### config.mk
export PLATFORM = sky130hd
export DESIGN_NAME = pid_sample_sequencer
export DESIGN_NICKNAME = d
export VERILOG_FILES = /design/src/rtl/pid_pkg.sv /design/src/rtl/sample_tick_gen.sv /design/src/rtl/pid_sample_sequencer.sv
export SDC_FILE = /design/constraint.sdc
export NUM_CORES = 1
export LEC_CHECK = 0
export BUFFER_PORTS_ARGS = -buffer_cell sky130_fd_sc_hd__buf_4
export CAP_MARGIN = 20
export CORE_UTILIZATION = 55
export DETAILED_ROUTE_END_ITERATION = 8
export PLACE_DENSITY = 0.84
export SKIP_CTS_REPAIR_TIMING = 1
export SLEW_MARGIN = 40
export SYNTH_ARGS = -nofsm -noshare
export SYNTH_HDL_FRONTEND = slang
export SYNTH_SLANG_ARGS = --single-unit
### constraint.sdc
create_clock -name clk -period 9.7 [get_ports clk]
set_input_delay 2.91 -clock clk [delete_from_list [all_inputs] [get_ports clk]]
set_output_delay 2.91 -clock clk [all_outputs]
set_load 0.02 [all_outputs]
### src/rtl/pid_pkg.sv
// Shared definitions for the PID sample sequencer: state encoding, gain
// select codes and power-on gain values.
package pid_pkg;

   typedef enum logic [2:0] {
      ST_IDLE    = 3'd0,
      ST_WAIT_FB = 3'd1,
      ST_COMPUTE = 3'd2,
      ST_SETTLE  = 3'd3,
      ST_COMMIT  = 3'd4,
      ST_FAULT   = 3'd5
   } pid_state_e;

   typedef enum logic [1:0] {
      CFG_KP   = 2'd0,
      CFG_KI   = 2'd1,
      CFG_KD   = 2'd2,
      CFG_RSVD = 2'd3
   } cfg_sel_e;

   typedef struct packed {
      logic [15:0] kp;
      logic [15:0] ki;
      logic [15:0] kd;
   } gains_t;

   // kp = 0x0100 is unity gain in the controller's 8.8 fixed-point format.
   localparam logic [15:0] KP_DEFAULT = 16'h0100;
   localparam logic [15:0] KI_DEFAULT = 16'h0000;
   localparam logic [15:0] KD_DEFAULT = 16'h0000;
   localparam gains_t      GAINS_DEFAULT = {KP_DEFAULT, KI_DEFAULT, KD_DEFAULT};

endpackage

### src/rtl/sample_tick_gen.sv
// Free-running sample divider: counts 0..SAMPLE_DIV-1 while run is high and
// emits a one-cycle tick on the wrap back to zero.
module sample_tick_gen #(
   parameter int unsigned SAMPLE_DIV = 27000
) (
   input  logic clk,
   input  logic rst_n,
   input  logic run,
   output logic tick
);

   localparam int unsigned CW = (SAMPLE_DIV > 1) ? $clog2(SAMPLE_DIV) : 1;

   logic [CW-1:0] cnt_q, cnt_d;
   logic          wrap;

   assign wrap = (cnt_q == CW'(SAMPLE_DIV - 1));
   assign tick = run & wrap;

   always_comb begin
      cnt_d = cnt_q;
      if (!run || wrap) begin
         cnt_d = '0;
      end else begin
         cnt_d = cnt_q + 1'b1;
      end
   end

   always_ff @(posedge clk or negedge rst_n) begin
      if (!rst_n) begin
         cnt_q <= '0;
      end else begin
         cnt_q <= cnt_d;
      end
   end

endmodule

### src/rtl/pid_sample_sequencer.sv
// Sequences one PID control sample per tick: collect feedback, present the
// saturated error, strobe the controller, wait for it to settle, publish.
module pid_sample_sequencer
   import pid_pkg::*;
#(
   parameter int unsigned SAMPLE_DIV = 27000,
   parameter int unsigned SETTLE_CYC = 3,
   parameter int unsigned FB_TIMEOUT = 1024,
   parameter int unsigned DATA_W     = 16
) (
   input  logic                     clk,
   input  logic                     reset,
   input  logic                     run,
   input  logic signed [DATA_W-1:0] setpoint,
   input  logic                     fb_valid,
   input  logic signed [DATA_W-1:0] fb_data,
   output logic                     fb_ready,
   input  logic                     cfg_wr,
   input  logic [1:0]               cfg_sel,
   input  logic [15:0]              cfg_data,
   output logic                     cfg_ack,
   output logic [15:0]              pid_kp,
   output logic [15:0]              pid_ki,
   output logic [15:0]              pid_kd,
   output logic signed [DATA_W-1:0] pid_error,
   output logic                     pid_en,
   output logic                     pid_rst,
   input  logic signed [DATA_W-1:0] pid_result,
   output logic signed [DATA_W-1:0] out_data,
   output logic                     out_valid,
   output logic                     fault,
   output logic                     busy,
   output pid_state_e               dbg_state_o
);

   localparam int unsigned TCW = $clog2(FB_TIMEOUT + 1);
   localparam int unsigned SCW = $clog2(SETTLE_CYC + 1);
   localparam logic signed [DATA_W-1:0] ERR_MAX = {1'b0, {(DATA_W-1){1'b1}}};
   localparam logic signed [DATA_W-1:0] ERR_MIN = {1'b1, {(DATA_W-1){1'b0}}};

   // Handshakes: feedback is accepted in the single cycle where the sequencer
   // waits in WAIT_FB and fb_valid is high; fb_ready is that acceptance strobe
   // (no back-pressure beyond it). out_valid is a one-cycle strobe with
   // out_data stable in the same cycle; there is no downstream ready.

   function automatic logic signed [DATA_W-1:0] sat_sub(
      input logic signed [DATA_W-1:0] a,
      input logic signed [DATA_W-1:0] b
   );
      logic signed [DATA_W:0] diff;
      diff = {a[DATA_W-1], a} - {b[DATA_W-1], b};
      if (diff[DATA_W] != diff[DATA_W-1]) begin
         sat_sub = diff[DATA_W] ? ERR_MIN : ERR_MAX;
      end else begin
         sat_sub = diff[DATA_W-1:0];
      end
   endfunction

   // Reset asserts asynchronously and releases through two flops; pid_rst
   // alone sits on the raw reset so it drops on the first clock after release.
   logic [1:0] rst_sync_q;
   logic       rst_n;

   always_ff @(posedge clk or negedge reset) begin
      if (!reset) begin
         rst_sync_q <= 2'b00;
      end else begin
         rst_sync_q <= {rst_sync_q[0], 1'b1};
      end
   end

   assign rst_n = rst_sync_q[1];

   logic tick;

   sample_tick_gen #(
      .SAMPLE_DIV(SAMPLE_DIV)
   ) u_tick (
      .clk  (clk),
      .rst_n(rst_n),
      .run  (run),
      .tick (tick)
   );

   pid_state_e                state_q, state_d;
   logic [TCW-1:0]            wait_cnt_q, wait_cnt_d;
   logic [SCW-1:0]            settle_cnt_q, settle_cnt_d;
   logic signed [DATA_W-1:0]  err_q, err_d;
   logic signed [DATA_W-1:0]  out_data_q, out_data_d;
   logic                      fresh_q, fresh_d;
   logic                      cfg_ack_q;
   logic                      pid_rst_q, rst_pulse_d;
   logic                      apply_gains;
   gains_t                    shadow_q, shadow_d, gains_q, gains_d;

   assign busy = (state_q == ST_WAIT_FB) || (state_q == ST_COMPUTE) ||
                 (state_q == ST_SETTLE)  || (state_q == ST_COMMIT);

   always_comb begin
      state_d      = state_q;
      wait_cnt_d   = wait_cnt_q;
      settle_cnt_d = settle_cnt_q;
      err_d        = err_q;
      out_data_d   = out_data_q;
      fresh_d      = fresh_q;
      rst_pulse_d  = 1'b0;
      fb_ready     = 1'b0;
      pid_en       = 1'b0;
      out_valid    = 1'b0;
      apply_gains  = 1'b0;
      if (!run) begin
         fresh_d = 1'b1;
      end
      case (state_q)
         ST_IDLE: begin
            wait_cnt_d  = '0;
            apply_gains = !run;
            if (run && tick) begin
               state_d     = ST_WAIT_FB;
               rst_pulse_d = fresh_q;
               fresh_d     = 1'b0;
            end
         end
         ST_WAIT_FB: begin
            if (fb_valid) begin
               fb_ready = 1'b1;
               err_d    = sat_sub(setpoint, fb_data);
               state_d  = ST_COMPUTE;
            end else if (wait_cnt_q == TCW'(FB_TIMEOUT - 1)) begin
               state_d     = ST_FAULT;
               out_data_d  = '0;
               rst_pulse_d = 1'b1;
            end else begin
               wait_cnt_d = wait_cnt_q + 1'b1;
            end
         end
         ST_COMPUTE: begin
            pid_en       = 1'b1;
            settle_cnt_d = '0;
            state_d      = ST_SETTLE;
         end
         ST_SETTLE: begin
            if (settle_cnt_q == SCW'(SETTLE_CYC - 1)) begin
               out_data_d = pid_result;
               state_d    = ST_COMMIT;
            end else begin
               settle_cnt_d = settle_cnt_q + 1'b1;
            end
         end
         ST_COMMIT: begin
            out_valid   = 1'b1;
            apply_gains = 1'b1;
            state_d     = ST_IDLE;
         end
         ST_FAULT: begin
            out_data_d  = '0;
            rst_pulse_d = 1'b1;
            if (!run) begin
               state_d     = ST_IDLE;
               rst_pulse_d = 1'b0;
            end
         end
         default: begin
            state_d = ST_IDLE;
         end
      endcase
      // Losing run mid-sequence wins over everything the sequence would do.
      if (!run && busy) begin
         state_d     = ST_IDLE;
         rst_pulse_d = 1'b1;
         err_d       = err_q;
         out_data_d  = out_data_q;
         fb_ready    = 1'b0;
         pid_en      = 1'b0;
         out_valid   = 1'b0;
         apply_gains = 1'b0;
      end
   end

   always_comb begin
      shadow_d = shadow_q;
      if (cfg_wr) begin
         case (cfg_sel_e'(cfg_sel))
            CFG_KP:  shadow_d.kp = cfg_data;
            CFG_KI:  shadow_d.ki = cfg_data;
            CFG_KD:  shadow_d.kd = cfg_data;
            default: shadow_d = shadow_q;
         endcase
      end
      gains_d = apply_gains ? shadow_d : gains_q;
   end

   always_ff @(posedge clk or negedge rst_n) begin
      if (!rst_n) begin
         state_q      <= ST_IDLE;
         wait_cnt_q   <= '0;
         settle_cnt_q <= '0;
         err_q        <= '0;
         out_data_q   <= '0;
         fresh_q      <= 1'b1;
         cfg_ack_q    <= 1'b0;
         shadow_q     <= GAINS_DEFAULT;
         gains_q      <= '0;
      end else begin
         state_q      <= state_d;
         wait_cnt_q   <= wait_cnt_d;
         settle_cnt_q <= settle_cnt_d;
         err_q        <= err_d;
         out_data_q   <= out_data_d;
         fresh_q      <= fresh_d;
         cfg_ack_q    <= cfg_wr;
         shadow_q     <= shadow_d;
         gains_q      <= gains_d;
      end
   end

   always_ff @(posedge clk or negedge reset) begin
      if (!reset) begin
         pid_rst_q <= 1'b1;
      end else begin
         pid_rst_q <= rst_pulse_d;
      end
   end

   assign pid_rst     = pid_rst_q;
   assign cfg_ack     = cfg_ack_q;
   assign pid_kp      = gains_q.kp;
   assign pid_ki      = gains_q.ki;
   assign pid_kd      = gains_q.kd;
   assign pid_error   = err_q;
   assign out_data    = out_data_q;
   assign fault       = (state_q == ST_FAULT);
   assign dbg_state_o = state_q;

endmodule

; Yosys cells after proc, flatten, opt, wreduce, memory -nomap -nowiden
; Cells that the tools add are included.
[totals]
mem_bits_ro = 0
latch_bits = 0
word_cells = 100
reg_bits = 164
in_bits = 71
mem_count = 0
ramBits = 0
[op_classes]
shift = 0
div = 0
eq_ne = 20
bitwise_logic = 2
mul = 0
order_cmp = 0
add_sub_neg = 4
n_mux = 41
n_reduce_logical = 17
[ops]
columns = op, n
row1 = $mux 16, 8
row2 = $mux 48, 1
row3 = $pmux 16 s3, 1
row4 = $mux 11, 2
row5 = $pmux 11 s2, 1
row6 = $mux 3, 6
row7 = $sub 16x16->17, 1
row8 = $mux 1, 16
row9 = $add 15x1->15 const B, 1
row10 = $eq 15x15->1 const B, 1
row11 = $mux 15, 1
row12 = $pmux 3 s5, 1
row13 = $add 11x1->11 const B, 1
row14 = $eq 11x10->1 const B, 1
row15 = $eq 3x2->1 const B, 2
row16 = $eq 3x3->1 const B, 2
row17 = $ne 2x2->1 const B, 3
row18 = $reduce_and 3->1, 2
row19 = $reduce_and 5->1, 1
row20 = $eq 2x2->1 const B, 2
row21 = $logic_or 1x1->1, 4
row22 = $ne 2x1->1 const B, 2
row23 = $ne 4x2->1 const B, 1
row24 = $pmux 2 s2, 1
row25 = other kinds (20), 22

; Longest topological paths before layout
[depth]
word_depth = 7
depth_mapped = 11
depth_no_buf = 11

; Hierarchy
; Synthesis repeated with hierarchy kept, for this count alone.
[unflattened]
hier_cells = 687
hier_area_um2 = 7736.2
[modules_own_cells]
columns = mod, area_each_um2, cells_per_inst, seq_area_each_um2, instances
row1 = pid_sample_sequencer, 6996.7, 612, 3732.3, 1
row2 = sample_tick_gen, 739.5, 75, 375.4, 1

; Worst setup path before layout
; No wires, ideal clock.
[synth_timing]
kind = input-to-output
from = in run
to = out fb_ready
stages = 6
arrival_ns = 3.946
n_path_buf = 2
slack_ns = 2.844
path_cell_list = buf_2 -> inv_1 -> nor2_1 -> nand3_1 -> inv_1 -> clkbuf_1
[synth_via]
elab_chain_len = 3
[synth_lines]
columns = item, line_no
row1 = from (decl), pid_sample_sequencer.sv:13  ; input logic run,
row2 = $logic_not 1->1, pid_sample_sequencer.sv:168  ; if (!run && busy) begin
row3 = $logic_and 1x1->1, pid_sample_sequencer.sv:168
row4 = $mux 1, pid_sample_sequencer.sv:168
row5 = to (decl), pid_sample_sequencer.sv:17  ; output logic fb_ready,
; No other way between the ends.

; Worst setup path after layout
; Same ends and word-level chain as after synthesis.

==> metrics <==
status completed; Layout Skew 0.00865 ns; detailed-route DRC error count 0; RSZ-0062 raised after global routing no; Critical Path Sink Type output pin; dpl hpwl 12100 microns; Sink Count 164; Hold WS 0.338 ns; vias in the first global route 5752; Synth Area per Inst 11.7 sq um; Synth async-reset ratio 100%; Worst EP arrival 4.61 ns; boundary pin count 161; mapped cell area 7570 sq um; Pleak 4.41 nW; area leader, netlist dfrtp_1; Most used DFF post-synth dfrtp_1; proportion of synthesized chip area in sequential cells 54.2%; Setup TNS Final 0 ns; H-tree levels 4; post-DR vias/cell 5.59; Yosys cell types 60; f_max 133 MHz; period utilisation layout 77.5%; fin. max-slew vios 0; CP max stage cell inv_1; Clk pin slew, worst setup/hold paths 0.06 ns; flop2flop setup slack 7.21 ns; TritonCTS Buffers 17; post-synthesis net count 739; Hold WC Path Type reg -> async; Max clock buf depth 2; CTS tree yes; count leader, synth dfrtp_1; post-DR wirelength/cell 16.7 microns; post-synth top area share 53.2%; height of the die 119 microns; antenna-violating nets left 0; crit path max fanout 21; final wirelength 16600 microns; initial antenna violation count 0; Worst-Skew Late Latency 0.42 ns; crit path kind in -> out; final worst-path setup slack 2.18 ns; top cells by area, synth dfrtp_1 53%, mux2_2 15%, ha_1 3.1%, nor2_1 2.5%, xnor2_1 2.3%; CP Launch Type input port; pwr dens 212 nW/um^2; Req. time, crit path 6.79 ns; Congestion Overflow GR 0; placed cell area 8930 sq um; worst vdd ir 0.153 mV; Crit path largest cell delay 0.60 ns; Synth Register Bits 164; share of cells above drive strength 1 38.1%; Layout area overhead 25.8%; width of the die 119 microns; final setup fails 0; Port-buffer cells 160; pin count of the biggest net entering global routing 62; Post-synth top cells 161 x dfrtp_1, 99 x mux2_2, 51 x nor2_1; Placement Rows 42; antenna diode count 0; Total Nets Final 898; Post-Syn Instances 648; Placeable Area 13300 sq um; Slew HR 47.8%; Total GRT Usage 24.6%; Yosys warning count 0; pre-CTS setup slack 2.21 ns; Final Hold Viols 0; DRT iter0 DRCs 297; CTS Root Cell clkbuf_16; Cell Chain, Critical Path buf_4, inv_1, nor2_1, nand3_1, inv_1, buf_4; final instance area 9520 sq um; Initial Util 56.7%; worst slew pin tran 0.779 ns; DRT Pass-1 Iters 6; max-cap check violation count 0; min Tclk post-route 7.52 ns; global-route wire length before repair 27600 microns; Post-synth EDFFs 0; die area 14200 sq um; Vias 5560; RePlAce Congestion 0.880
[final timing paths]
path                                             from                        end  cells after the start
max in group asynchronous                       reset          pid_rst$_DFF_PN1_                      1
max reg2reg                dbg_state_o[0]$_DFFE_PN0P_      pid_kd[9]$_DFFE_PN0P_                      3
min reg2reg                   rst_sync_q[1]$_DFF_PN0_  wait_cnt_q[2]$_DFFE_PN0P_                      0
min in group clk              rst_sync_q[0]$_DFF_PN0_    rst_sync_q[1]$_DFF_PN0_                      0
min                           rst_sync_q[1]$_DFF_PN0_  wait_cnt_q[2]$_DFFE_PN0P_                      0
max                                               run                   fb_ready                      6
[layout by cell type, fill, tap and decap left out, types with 6 or more instances in the layout]
cell type / Yosys / layout
nor2_1: 51 / 51
nand2b_1: 9 / 9
dfrtp_1: 161 / 160
inv_6: 0 / 6
ha_1: 19 / 19
nand3_1: 18 / 18
a21oi_1: 28 / 28
xnor2_1: 20 / 20
xor2_1: 11 / 11
inv_1: 29 / 29
nor3_1: 9 / 8
nand2_1: 40 / 40
buf_4: 1 / 164
mux2_2: 99 / 99
o21ai_0: 32 / 32
a22o_1: 18 / 18
clkbuf_16: 0 / 17
[power breakdown]
group	total [mW]	internal, mW	leakage (nW)	switching (mW)
Clock	0.644	0.361	0.276	0.283
Sequential	0.871	0.807	2.05	0.0646
Combinational	0.505	0.239	2.09	0.266
[metal layers]
metal | vias up | share of wire [%] | global-route usage, %
met3 | 26 | 6.3 | 7.28
met1 | 2771 | 40 | 28.5
met4 | 0 | 1.9 | 8.75
li1 | 2607 | - | -
met2 | 156 | 52 | 43.4
met5 | - | 0 | 0
[flip-flops by register name, summed over array words and instances (netlist names), 11 cells and up]
name and count:
wait_cnt_q 11, out_data 16, shadow_q 48, pid_kp 16
pid_kd 16, u_tick.cnt_q 15, pid_ki 16, pid_error 16
[worst max-delay path, delay by kind of cell]
kind,cells,cell delay [ns]
buf+inv,4,1.08
simple gates,2,0.60
[cell families after synthesis]
family	synth area share (%)
fa+ha+maj	3.55
mux	15.0
xor+xnor	3.59
flops	54.2
buf+inv	3.04
compound gates	10.3
simple gates	10.3
other cells	0.0495
[per-stage QoR]
stage | std cells | power (mW) | utilization, %
finish | 995 | 2.02 | 71.3
CTS | 994 | 2.04 | 71.2
global placement | 961 | 1.36 | 66.7
detailed placement | 963 | 1.39 | 66.9
floorplan | 648 | 1.17 | -
global route | 995 | 2.12 | 71.3
[layout make-up]
class | instances | area, sq um
clock inverters | 14 | 148
multi-input cells | 429 | 3250
clock buffers | 17 | 425
flip-flops and latches | 164 | 4110
repair buffers | 166 | 1260
fillers | 945 | 3820
well taps | 176 | 220
inverters | 29 | 109
(Power assumes the default switching activity.)
